### config.mk
export PLATFORM = sky130hd
export DESIGN_NAME = tone_sequencer
export DESIGN_NICKNAME = d
export VERILOG_FILES = /design/src/rtl/tone_sequencer.sv
export SDC_FILE = /design/constraint.sdc
export NUM_CORES = 1
export LEC_CHECK = 0
export CORE_UTILIZATION = 55
export CTS_CLUSTER_SIZE = 25
export DETAILED_ROUTE_END_ITERATION = 6
export PLACE_DENSITY = 0.75
export SLEW_MARGIN = 20
export SYNTH_ARGS = -nofsm -noshare
export SYNTH_HDL_FRONTEND = slang
export SYNTH_SLANG_ARGS = --single-unit
### constraint.sdc
create_clock -name clk -period 3.6 [get_ports clk]
set_input_delay 0.54 -clock clk [delete_from_list [all_inputs] [get_ports clk]]
set_output_delay 0.54 -clock clk [all_outputs]
set_load 0.01 [all_outputs]
### src/rtl/tone_sequencer.sv
// rtl/tone_sequencer.sv - stored note-code sequencer driving the tone decoder input
// Optional inter-note silence is enabled by defining TONE_SEQ_GAP_EN.
module tone_sequencer #(
  parameter int DEPTH       = 32,
  parameter int NOTE_CYCLES = 25_000_000,
  parameter int GAP_CYCLES  = 5_000_000
) (
  input  logic                     clk,
  input  logic                     reset,
  input  logic                     wr_en,
  input  logic [3:0]               wr_num,
  input  logic                     clear,
  input  logic                     start,
  input  logic                     abort,
  output logic [3:0]               num,
  output logic                     busy,
  output logic                     done,
  output logic [$clog2(DEPTH):0]   count
);

  localparam int AW     = $clog2(DEPTH);
  localparam int CNTW   = AW + 1;
  localparam int CW_RAW = $clog2(NOTE_CYCLES > GAP_CYCLES ? NOTE_CYCLES : GAP_CYCLES);
  localparam int CW     = (CW_RAW < 1) ? 1 : CW_RAW;
  localparam logic [CW-1:0]   NOTE_LAST = CW'(NOTE_CYCLES - 1);
  localparam logic [CNTW-1:0] FULL      = CNTW'(DEPTH);
`ifdef TONE_SEQ_GAP_EN
  localparam logic [CW-1:0]   GAP_LAST  = CW'(GAP_CYCLES - 1);
`endif

  typedef enum logic [1:0] {
    S_IDLE = 2'd0,
    S_PLAY = 2'd1
`ifdef TONE_SEQ_GAP_EN
    , S_GAP = 2'd2
`endif
  } state_t;

  state_t          state, state_nx;
  logic [AW-1:0]   idx, idx_nx;
  logic [CW-1:0]   dcnt, dcnt_nx;
  logic [CNTW-1:0] count_nx;
  logic [3:0]      num_nx;
  logic            busy_nx, done_nx;
  logic [3:0]      mem [DEPTH];

  logic            wr_ok;
  logic [AW-1:0]   wr_idx;
  logic [CNTW-1:0] eff_count;
  logic            has_next;

  // A write is accepted only while idle, not clearing, and with room left
  assign wr_idx    = count[AW-1:0];
  assign wr_ok     = (state == S_IDLE) && wr_en && !clear && (count != FULL);
  assign eff_count = clear ? '0 : count + {{AW{1'b0}}, wr_ok};
  assign has_next  = ({1'b0, idx} + CNTW'(1)) < count;

  // Note storage; contents need no reset because count defines validity
  always_ff @(posedge clk) begin
    if (wr_ok) mem[wr_idx] <= wr_num;
  end

  // State, counters and registered outputs
  always_ff @(posedge clk or posedge reset) begin
    if (reset) begin
      state <= S_IDLE;
      idx   <= '0;
      dcnt  <= '0;
      count <= '0;
      num   <= '0;
      busy  <= 1'b0;
      done  <= 1'b0;
    end else begin
      state <= state_nx;
      idx   <= idx_nx;
      dcnt  <= dcnt_nx;
      count <= count_nx;
      num   <= num_nx;
      busy  <= busy_nx;
      done  <= done_nx;
    end
  end

  // Next-state, read index, duration counter and note count
  always_comb begin
    state_nx = state;
    idx_nx   = idx;
    dcnt_nx  = dcnt + CW'(1);
    count_nx = count;
    case (state)
      S_IDLE: begin
        dcnt_nx = '0;
        if (clear)      count_nx = '0;
        else if (wr_ok) count_nx = count + CNTW'(1);
        if (start) begin
          idx_nx = '0;
          if (eff_count != '0) state_nx = S_PLAY;
        end
      end
      S_PLAY: begin
        if (abort) begin
          state_nx = S_IDLE;
          dcnt_nx  = '0;
        end else if (dcnt == NOTE_LAST) begin
          dcnt_nx = '0;
`ifdef TONE_SEQ_GAP_EN
          state_nx = S_GAP;
`else
          if (has_next) idx_nx = idx + AW'(1);
          else          state_nx = S_IDLE;
`endif
        end
      end
`ifdef TONE_SEQ_GAP_EN
      S_GAP: begin
        if (abort) begin
          state_nx = S_IDLE;
          dcnt_nx  = '0;
        end else if (dcnt == GAP_LAST) begin
          dcnt_nx = '0;
          if (has_next) begin
            idx_nx   = idx + AW'(1);
            state_nx = S_PLAY;
          end else begin
            state_nx = S_IDLE;
          end
        end
      end
`endif
      default: begin
        state_nx = S_IDLE;
        dcnt_nx  = '0;
      end
    endcase
  end

  // Output values for the next cycle; a same-cycle write to entry 0 is forwarded
  always_comb begin
    num_nx  = 4'd0;
    busy_nx = (state_nx != S_IDLE);
    done_nx = 1'b0;
    if (state_nx == S_PLAY) begin
      num_nx = (wr_ok && (wr_idx == idx_nx)) ? wr_num : mem[idx_nx];
    end
    if (state == S_IDLE) begin
      done_nx = start && (eff_count == '0);
    end else begin
      done_nx = (state_nx == S_IDLE) && !abort;
    end
  end

endmodule
; After elaboration in Yosys (flattened, before gate mapping)
; Memories as Yosys holds them, arrays and structs flattened.
; Cells that the tools add are included.
[word_totals]
ff_bits = 44
latch_bits = 0
ram_bits = 128
romBits = 0
inputBits = 10
out_inout_bits = 12
n_memories = 1
[memory_table]
columns = name, depth, word_bits, rd, rd_clocked_by_memory_dff, wr, line
row1 = mem, 32, 4, 1, 0, 1, 45  ; logic [3:0] mem [DEPTH];
[classes]
add_sub_neg = 5
n_mul = 0
div_mod_pow = 0
n_lt_le_gt_ge = 1
n_eq_ne = 5
shifts = 0
mux = 22
n_bitwise = 0
reduce_logical = 15
[ops]
columns = cell, count
row1 = $mux W25, 3
row2 = $add A25 B1 Y25 const B, 1
row3 = $eq A25 B25 Y1 const B, 1
row4 = $mux W5, 4
row5 = $mux W6, 3
row6 = $mux W2, 5
row7 = $pmux W5 S2, 1
row8 = $mux W4, 2
row9 = $add A5 B1 Y6 const B, 1
row10 = $add A6 B1 Y6, 1
row11 = $add A6 B1 Y6 const B, 1
row12 = $logic_and A1 B1 Y1, 6
row13 = $logic_not A6 Y1, 1
row14 = $lt A6 B6 Y1, 1
row15 = $ne A6 B6 Y1 const B, 1
row16 = $reduce_bool A6 Y1, 1
row17 = $add A5 B1 Y5 const B, 1
row18 = $eq A5 B5 Y1, 1
row19 = $eq A2 B1 Y1 const B, 2
row20 = $logic_not A2 Y1, 2
row21 = $pmux W2 S2, 1
row22 = $reduce_bool A2 Y1, 2
row23 = $mux W1, 3
row24 = $logic_not A1 Y1, 2
row25 = $reduce_and A2 Y1, 1

; Longest topological paths before layout
; Gate-level depths: netlist (run 1).
[depth]
ltp_word = 13
ltp_mapped = 17
mapped_depth_nobuf = 15

; Least setup slack after synthesis (run 1)
; No wires, ideal clock.
[synth_path]
kind = register to register
start = register idx[0]
end = register num[1]
arrival_ns = 3.717
required_time_ns = 3.476
slack_ns = -0.241
stages_incl_launch_ff = 17
n_path_buf = 2
period_less_slack_ns = 3.841
path_cell_list = dfrtp_1 > ha_1 > and3_1 > xnor2_1 > ha_1 > a21o_1 > a211oi_1 > o21ai_1 > nor2_1 > mux2i_1 > buf_2 > buf_1 > mux2i_1 > nand3_1 > o211ai_1 > o41ai_1 > a211o_1
[synth_via]
elab_chain_cells = 10
elab_cells_between_ends = 18
[synth_lines]
columns = item, line
row1 = start: declaration, 40  ; logic [AW-1:0] idx, idx_nx;
row2 = start signal: assignment, 75  ; idx <= idx_nx;
row3 = "parallel branches: the longest is 9 deep, another holds $add A5 B1 Y6", n/a
row4 = $mux W4 (*), 142  ; if (state_nx == S_PLAY) begin
row5 = net num_nx[1], 43  ; logic [3:0] num_nx;
row6 = end signal: assignment, 78  ; num <= num_nx;
row7 = end: declaration, 15  ; output logic [3:0] num,
; Mark *: on every way through the listed nets, which the timed path passes.
; A chain may end at the register's enable or synchronous reset.

; Worst setup path after layout (run 1)
[layout_path]
start = register idx[1]
end = register num[2]
[layout_via]
elab_chain_cells = 10
elab_cells_between_ends = 18
[layout_lines]
columns = item, line
row1 = $add A5 B1 Y6, 56  ; assign has_next = ({1'b0, idx} + CNTW'(1)) < count;
row2 = $lt A6 B6 Y1, 56
row3 = $mux W5 (*), 109  ; if (has_next) idx_nx = idx + AW'(1);
row4 = $mux W5 (*), 104  ; end else if (dcnt == NOTE_LAST) begin
row5 = $mux W5 (*), 101  ; if (abort) begin
row6 = $pmux W5 S2 (*), 90  ; case (state)
row7 = net idx_nx[2], 40
row8 = "parallel branches: the longest is 2 deep, another holds $mem_v2 Z32 W4", n/a
row9 = $mux W4 (*), 143  ; num_nx = (wr_ok && (wr_idx == idx_nx)) ? wr_num : mem[idx_nx];
row10 = $mux W4 (*), 142
row11 = net num_nx[2], 43
; Marks and branches as above.

==> results of run 1 <==
cells in the mapped netlist, types with 9 or more instances:
cell type  number
mux2i_1        35
ha_1           13
nand2_1        84
dfrtp_1        44
clkbuf_1       14
nor2_1         78
edfxtp_1      128
xor2_1         15
nand3_1        43
o21ai_0        12
inv_1          10
xnor2_1        17
a21oi_1        19
nor3_1          9
sequential cells by signal (all words and copies together), names as in the netlist:
name and flops:
busy 1, count 6, dcnt 25, done 1
idx 5, mem 128, num 4, state 2
area by class of cell:
class | count | area, µm²
well taps | 176 | 220.2
repair buffers | 89 | 822.0
clock buffers | 17 | 425.4
fillers | 882 | 3926
flip-flops and latches | 172 | 4945
multi-input cells | 413 | 2869
clock inverters | 15 | 180.2
inverters | 14 | 65.06
repair_timing:
| action | 4_1_cts | 5_1_grt |
|---|---|---|
| endpoints found under the setup margin | 4 | 4 |
| gates cloned | 1 | 1 |
| endpoints found under the hold margin | 0 | 0 |
| hold buffers | 0 | 0 |
| buffers inserted | 4 | 7 |
| pin swaps | 9 | 10 |
| resized for setup | 22 | 40 |
metrics by stage:
stage                     cells  cell area (µm²)    util  setup WS [ps]  total power (µW)
final                       896             9527  0.7081         -30.91              4218
after CTS                   888             9260  0.6883          6.170              4228
after floorplan             622             7715       -          6.684              2291
after global routing        896             9527  0.7081         -104.3              4313
after detailed placement    851             8508  0.6324         -296.3              2397
after global placement      851             8513  0.6328         -96.28              2393
metal layers:
metal  track usage  up-vias  wire length (µm)
met2        0.4558      286              9564
met4        0.1389        0               782
met5             0        -                 0
met1        0.3549     2710              7533
met3       0.06274       70              1349
li1              -     2464                 -
cells by family after synthesis:
group	share of synthesized area
AOI/OAI and AO/OA	0.06935
xor gates and xnor gates	0.03858
adders and majority gates	0.02116
buffers and inverters	0.01954
DFF	0.6433
muxes	0.06023
other	0.0004879
and+or+nand+nor	0.1473
power breakdown:
part	leakage (µW)	internal (µW)	switching, µW
clock	0.000287	1050	803
sequential	0.00176	2150	8.86
combinational	0.00154	78.2	131
worst paths after layout:
path	slack, ps	start	to
worst max-delay path	-30	idx[1]$_DFF_PP0_	num[2]$_DFF_PP0_
worst min-delay path	470	dcnt[0]$_DFF_PP0_	dcnt[0]$_DFF_PP0_
worst max register to register	-30	idx[1]$_DFF_PP0_	num[2]$_DFF_PP0_
worst min register to register	470	dcnt[0]$_DFF_PP0_	dcnt[0]$_DFF_PP0_
max in group asynchronous	2350	reset	dcnt[19]$_DFF_PP0_
min in group asynchronous	650	reset	count[5]$_DFFE_PP0P_
==> flow_summary_export.csv, run 1 <==
group,metric,value,unit
synthesis,synth_top_area_cell,"edfxtp_1",
clock_network,cts.clk_slew.worst_paths,70,ps
timing,fin_ws,-30.91,ps
setup_path,cp.arrival,3940,ps
cells_and_area,final_common_cell,"edfxtp_1",
timing,setup_viol,2,
synthesis,syn-instance-count,622,
drt,routed_via_density,6.172,
synthesis,synth_ff_type,"edfxtp_1",
drt,wl_per_cell,21.46,µm
outcome,violations,"setup timing",
clock_network,clockBufferDepth,2,
drt,drcViolationCount,0,
clock_network,cts-buffers-inserted,17,
pwr,p_per_area,442.7,nW/µm²
timing,hold_violations,0,
cells_and_area,layout_common_cells,"128 x edfxtp_1, 82 x nand2_1, 75 x nor2_1",
cells_and_area,drive_gt1_frac,0.2250,
setup_path,ff2ff_path_depth,17,
setup_path,crit_top_cell,"xnor2_2",
clock_network,cts_root_buffer,"clkbuf_16",
synthesis,synth_area_per_cell,12.36,µm²
setup_path,start_kind,"register",
setup_path,slowest_delay,410,ps
setup_path,crit_family,"compound AO/OA/AOI/OAI gates",
timing,fmax,0.2754,GHz
hold_path,hp-class,"register to register",
place,gp_congestion,0.8991,
setup_path,crit_cells,17,
global_route,grt_first_pass_wirelength,29550,µm
setup_path,crit_path_top_delay_cell,"dfrtp_1",
cells_and_area,finalNetCount,730,
setup_path,path_cells,"ha_2 > and3_4 > xnor2_2 > ha_1 > a21o_1 > a211oi_2 > o21ai_2 > buf_6 > o31a_1 > o21ai_4 > inv_4 > xnor2_2 > nand2_2 > o41ai_4 > buf_4 > nor2_2 > a221o_1",
setup_path,cp-end-kind,"register",
drt,num_vias,5530,
synthesis,mappedNetlistArea,7686,µm²
drt,ant_nets,0,
place,port_buffers,21,
synthesis,syn_nets,645,
timing,fin_crit,3631,ps
pwr,ir_drop,479.6,µV
setup_path,path_max_fanout,6,
outcome,status,"finished with violations",
cells_and_area,synthToLayoutAreaGrowth,23.95,%
pwr,leakagePower,0.003587,µW
floorplan,die-area,14450,µm²
global_route,antenna_found_initial,0,
synthesis,synth_seq_cells,172,
global_route,gr-total-overflow,0,
floorplan,coreArea,13450,µm²
setup_path,critPathKind,"register to register",
synthesis,yosysUniqueCellTypes,61,
timing,finalSetupTns,-41.17,ps
floorplan,die_w,120.2,µm
setup_path,cp.required,3910,ps
timing,finalClockSkew,9.798,ps
floorplan,rows,42,
synthesis,synth_area_leaders,"edfxtp_1 50%, dfrtp_1 14%, mux2i_1 4.6%",
setup_path,path_buf_inv,3,
drt,drtIter0Drc,573,
clock_network,h-tree-depth,4,
synthesis,ys_warn_count,0,
floorplan,die-height,120.2,µm
place,dp_hpwl,12430,µm
global_route,grt_max_degree,45,
timing,drv_slew,0,
synthesis,seq_area_frac_synth,0.6433,
timing,rsz0062_at_grt,"true",
hold_path,hold-path-cell-count,1,
synthesis,synth_async_sr_flop_share,0.2558,
run,max_cap_violations,0,
drt,dr.pass1.iters,5,
timing,slew_headroom,0.3610,
timing,period_share,1.009,
clock_network,cts_num_sinks,172,
clock_network,cts_tree,"built",
cells_and_area,antenna_cells,0,
timing,whs,473.0,ps
timing,tightestPinTransition,957.1,ps
synthesis,synth_top_area_frac,0.5001,
clock_network,worstSkewPairLatency,440,ps
floorplan,initial_core_util,0.5713,
global_route,grt_pass1_vias,5478,
global_route,grt_usage,0.2799,
drt,routed_wl,19230,µm
floorplan,ios,22,
synthesis,synth_edf_count,128,
Note: power is estimated with default switching activity, not from simulation.
==> inputs of run 2 (changes only) <==
--- a/config.mk
+++ b/config.mk
@@ -9,6 +9,7 @@
 export CTS_CLUSTER_SIZE = 25
 export DETAILED_ROUTE_END_ITERATION = 6
 export PLACE_DENSITY = 0.75
+export SKIP_CTS_REPAIR_TIMING = 1
 export SLEW_MARGIN = 20
 export SYNTH_ARGS = -nofsm -noshare
 export SYNTH_HDL_FRONTEND = slang
==> run 2 against run 1 <==
The flow still finishes with violations (setup timing). Register-to-register slack worse by 30 ps. Final area is 2.0% lower. Hold slack hardly changed. Fmax is 0.91% lower. Utilization is 1.4 points lower. Sequential power hardly changed. Critical path depth is 2 lower. Combinational power is 2% lower. Global-route usage is 0.70 points lower. Setup slack worse by 33 ps. Routed wire length is 3.0% lower.
==> flow_summary_export.csv, run 2 (same netlist as run 1, synthesis figures left out) <==
group,metric,value,unit
cells_and_area,regMostFlops,"mem",
setup_path,cp.required,3910,ps
cells_and_area,finalNetCount,725,
drt,drcViolationCount,0,
global_route,grt_usage,0.2730,
clock_network,worstSkewPairLatency,440,ps
pwr,power.internal,3273,µW
floorplan,die-area,14450,µm²
pwr,leakagePower,0.003519,µW
timing,hold_violations,0,
setup_path,crit_cells,15,
cells_and_area,largest_reg_flops,128,
drt,drtIter0Drc,503,
timing,period_share,1.018,
floorplan,initial_core_util,0.5713,
timing,fmax,0.2729,GHz
setup_path,ff2ff_path_depth,15,
place,port_buffers,21,
clock_network,cts_tree,"built",
setup_path,path_cells,"ha_2 > and3_4 > xnor2_2 > ha_1 > a21o_1 > a211oi_2 > o21ai_2 > nor2_4 > mux2_4 > buf_4 > xnor2_2 > nand2_2 > o41ai_4 > nor2_1 > a221o_1",
cells_and_area,final_common_cell,"edfxtp_1",
timing,tightestPinTransition,944.4,ps
global_route,antenna_found_initial,0,
pwr,p_per_area,451.1,nW/µm²
floorplan,die_w,120.2,µm
drt,dr.pass1.iters,5,
setup_path,slowest_delay,470,ps
drt,routed_via_density,6.090,
floorplan,die-height,120.2,µm
global_route,grt_max_degree,45,
timing,slew_headroom,0.3695,
global_route,grt_first_pass_wirelength,28830,µm
drt,num_vias,5426,
clock_network,h-tree-depth,4,
timing,fin_crit,3664,ps
cells_and_area,fin_area,9335,µm²
outcome,status,"finished with violations",
cells_and_area,layout_common_cells,"128 x edfxtp_1, 83 x nand2_1, 76 x nor2_1",
hold_path,hp-class,"register to register",
setup_path,critPathKind,"register to register",
place,dp_hpwl,12430,µm
drt,wl_per_cell,20.94,µm
global_route,grt_pass1_vias,5432,
drt,routed_wl,18660,µm
clock_network,clockBufferDepth,2,
place,placed_area,8508,µm²
setup_path,path_buf_inv,1,
pwr,ir_drop,473.9,µV
clock_network,cts.clk_slew.worst_paths,70,ps
drt,ant_nets,0,
pwr,seq_power_share,0.513,
floorplan,ios,22,
clock_network,cts_num_sinks,172,
clock_network,cts_root_buffer,"clkbuf_16",
setup_path,cp.arrival,3970,ps
floorplan,coreArea,13450,µm²
setup_path,start_kind,"register",
cells_and_area,synthToLayoutAreaGrowth,21.46,%
outcome,violations,"setup timing",
clock_network,cts-buffers-inserted,17,
timing,whs,473.0,ps
run,max_cap_violations,0,
timing,drv_slew,0,
pwr,power_frac_clock,0.439,
timing,fin_ws,-64.18,ps
pwr,swShare,0.2229,
setup_path,crit_top_cell,"xnor2_2",
hold_path,hold-path-cell-count,1,
setup_path,crit_path_top_delay_cell,"o41ai_4",
timing,setup_viol,3,
setup_path,crit_family,"compound AO/OA/AOI/OAI gates",
floorplan,rows,42,
cells_and_area,reg_top3,"mem (128), dcnt (25), count (6)",
cells_and_area,drive_gt1_frac,0.1916,
timing,finalClockSkew,11.46,ps
setup_path,cp-end-kind,"register",
pwr,p_switching,938.7,µW
cells_and_area,antenna_cells,0,
global_route,gr-total-overflow,0,
timing,rsz0062_at_grt,"true",
setup_path,path_max_fanout,4,
pwr,combinationalPowerShare,0.048,
place,gp_congestion,0.8991,
-- run 2: metal layers --
| metal | up-vias | routed length (µm) | GRT usage | part of all wire |
|---|---|---|---|---|
| met5 | - | 0 | 0 | 0 |
| met4 | 0 | 772 | 0.1674 | 0.041 |
| met3 | 51 | 1321 | 0.05896 | 0.071 |
| met2 | 244 | 9109 | 0.4300 | 0.49 |
| met1 | 2684 | 7457 | 0.3473 | 0.40 |
| li1 | 2447 | - | - | - |
-- run 2: power by group through the flow --
stage	Clock, µW	Sequential [µW]	Combinational (µW)
2_1_floorplan	0	2210	79.7
6_report	1850	2160	204
3_3_place_gp	0	2200	192
3_5_place_dp	0	2200	196
4_1_cts	1870	2160	197
5_1_grt	1930	2160	220
-- run 2: per-stage QoR --
stage	TNS, ps	instances	utilization	worst slack, ps	total power (µW)
3_5_place_dp	-629.8	851	0.6324	-296.3	2397
5_1_grt	-589.2	891	0.6939	-188.6	4308
2_1_floorplan	0	622	-	6.684	2291
4_1_cts	-742.3	883	0.6775	-311.4	4224
3_3_place_gp	-263.9	851	0.6328	-96.28	2393
6_report	-143.0	891	0.6939	-64.18	4211
-- run 2: path summary, 6_finish.rpt --
| path | to | startpoint | slack, ps |
|---|---|---|---|
| worst max register to register | num[2]$_DFF_PP0_ | idx[1]$_DFF_PP0_ | -60 |
| max in group asynchronous | num[2]$_DFF_PP0_ | reset | 2360 |
| worst max-delay path | num[2]$_DFF_PP0_ | idx[1]$_DFF_PP0_ | -60 |
| worst min register to register | dcnt[0]$_DFF_PP0_ | dcnt[0]$_DFF_PP0_ | 470 |
| worst min-delay path | dcnt[0]$_DFF_PP0_ | dcnt[0]$_DFF_PP0_ | 470 |
| min in group asynchronous | count[5]$_DFFE_PP0P_ | reset | 650 |
-- run 2: cell type report --
| class | count | area, µm² |
|---|---|---|
| clock buffer | 17 | 425.4 |
| clock inverter | 15 | 180.2 |
| fill | 922 | 4118 |
| inverter | 14 | 60.06 |
| multi-input combinational | 413 | 2734 |
| sequential | 172 | 4945 |
| tap | 176 | 220.2 |
| timing repair buffer | 84 | 770.7 |
==> inputs of run 3 (changes only) <==
==> constraint.sdc (replaced) <==
create_clock -name clk -period 3.6 [get_ports clk]
set_input_delay 0.36 -clock clk [delete_from_list [all_inputs] [get_ports clk]]
set_output_delay 0.36 -clock clk [all_outputs]
set_load 0.01 [all_outputs]
==> run 3 against run 2 <==
The flow still finishes with violations (setup timing). Clock skew about the same. Hold slack got worse by 11 ps. Total power decreased by 0.42%. Count of clock-buffer cells in the layout increased by 3. Die area unchanged. Critical path type unchanged. Largest cell class unchanged. Highest routed layer unchanged.
==> flow_summary_export.csv, run 3 (same netlist as run 1, synthesis figures left out) <==
group,metric,value,unit
cells_and_area,layout_common_cells,"128 x edfxtp_1, 83 x nand2_1, 76 x nor2_1",
pwr,p_per_area,455.8,nW/µm²
timing,drv_slew,0,
clock_network,h-tree-depth,4,
place,gp_congestion,0.9794,
global_route,grt_first_pass_wirelength,28260,µm
cells_and_area,drive_gt1_frac,0.1700,
cells_and_area,antenna_cells,0,
clock_network,cts_num_sinks,172,
setup_path,crit_path_top_delay_cell,"dfrtp_1",
setup_path,slowest_delay,390,ps
place,placed_area,8398,µm²
run,max_cap_violations,0,
floorplan,rows,42,
setup_path,path_cells,"ha_2 > and3_4 > xnor2_1 > ha_1 > a21o_1 > a211oi_2 > o21ai_2 > nor2_4 > mux2_2 > inv_4 > buf_12 > mux2i_1 > a32oi_1 > a21oi_1 > a2111oi_2 > a221o_1",
global_route,grt_usage,0.2631,
setup_path,crit_start,"idx[0]$_DFF_PP0_",
floorplan,coreArea,13450,µm²
cells_and_area,fillerInstances,970,
timing,finalClockSkew,11.01,ps
drt,wl_per_cell,20.69,µm
timing,hold_violations,0,
cells_and_area,final_common_cell,"edfxtp_1",
clock_network,cts_tree,"built",
timing,period_share,1.018,
floorplan,die-area,14450,µm²
drt,routed_via_density,6.113,
floorplan,initial_core_util,0.5713,
cells_and_area,fin_area,9201,µm²
cells_and_area,largest_reg_flops,128,
setup_path,cp.required,3900,ps
global_route,grt_pass1_vias,5291,
cells_and_area,synthToLayoutAreaGrowth,19.71,%
floorplan,ios,22,
hold_path,hp-class,"input port to async pin",
timing,slew_headroom,0.3755,
timing,fmax,0.2729,GHz
timing,finalSetupTns,-107.0,ps
drt,num_vias,5355,
clock_network,cts.clk_slew.worst_paths,70,ps
clock_network,clockBufferDepth,2,
timing,rsz0062_at_grt,"true",
setup_path,r2r-start,"idx[0]$_DFF_PP0_",
cells_and_area,finalNetCount,710,
setup_path,start_kind,"register",
timing,fin_crit,3665,ps
global_route,antenna_found_initial,0,
setup_path,crit_family,"compound AO/OA/AOI/OAI gates",
drt,drtIter0Drc,503,
cells_and_area,reg_top3,"mem (128), dcnt (25), count (6)",
timing,tightestPinTransition,935.3,ps
setup_path,path_max_fanout,20,
floorplan,die-height,120.2,µm
drt,routed_wl,18130,µm
drt,drcViolationCount,0,
place,dp_hpwl,12030,µm
global_route,grt_max_degree,45,
clock_network,worstSkewPairLatency,420,ps
pwr,ir_drop,434.6,µV
setup_path,path_buf_inv,2,
global_route,gr-total-overflow,0,
cells_and_area,regMostFlops,"mem",
outcome,status,"finished with violations",
timing,fin_ws,-64.71,ps
outcome,violations,"setup timing",
place,port_buffers,21,
setup_path,critPathKind,"register to register",
drt,ant_nets,0,
drt,dr.pass1.iters,6,
setup_path,cp.arrival,3970,ps
pwr,leakagePower,0.003460,µW
timing,setup_viol,3,
place,pre_cts_slack,-270.5,ps
clock_network,cts-buffers-inserted,17,
floorplan,die_w,120.2,µm
setup_path,cp-end-kind,"register",
clock_network,cts_root_buffer,"clkbuf_16",
run 3: cell types whose count changed in the layout (fill, tap and decap cells not counted), moves of 2 or more:
cell,delta
a2111oi_1,-2
buf_4,-14
clkinv_4,-2
clkbuf_1,+2
mux2i_1,-2
xnor2_1,+2
xnor2_2,-2
run 3: final cells by class:
class                   count  area [µm²]  area share
well taps                 176       220.2     0.02393
multi-input cells         413        2724      0.2960
clock inverters            12       151.4     0.01645
flip-flops and latches    172        4945      0.5374
inverters                  14       60.06    0.006527
repair buffers             69       654.4     0.07112
clock buffers              20       446.7     0.04854
run 3: metrics by stage:
stage	std cells	util	power [µW]	hold WS, ps
floorplan	622	-	2291	442.5
global placement	838	0.6246	2394	461.2
detailed placement	838	0.6243	2399	489.2
CTS	870	0.6687	4203	486.6
global route	876	0.6840	4307	504.1
finish	876	0.6840	4194	461.8
run 3: per-layer routing:
metal  GRT usage  wire, µm  up-vias
met5           0         0        -
li1            -         -     2420
met1      0.3430      7323     2655
met4      0.1242       545        0
met3     0.04387      1177       42
met2      0.4325      9080      238
run 3: final timing paths:
path	to	slack [ps]	depth (start not counted)
worst max-delay path	num[2]$_DFF_PP0_	-60	16
worst min-delay path	count[4]$_DFFE_PP0P_	460	2
worst max register to register	num[2]$_DFF_PP0_	-60	16
worst min register to register	dcnt[0]$_DFF_PP0_	490	1
max in group asynchronous	dcnt[22]$_DFF_PP0_	2550	2
min in group clk	dcnt[0]$_DFF_PP0_	490	1
run 3: power by group:
| part | internal [µW] | switching (µW) |
|---|---|---|
| clock | 1060 | 763 |
| sequential | 2150 | 8.39 |
| combinational | 75.8 | 131 |
| total | 3290 | 903 |
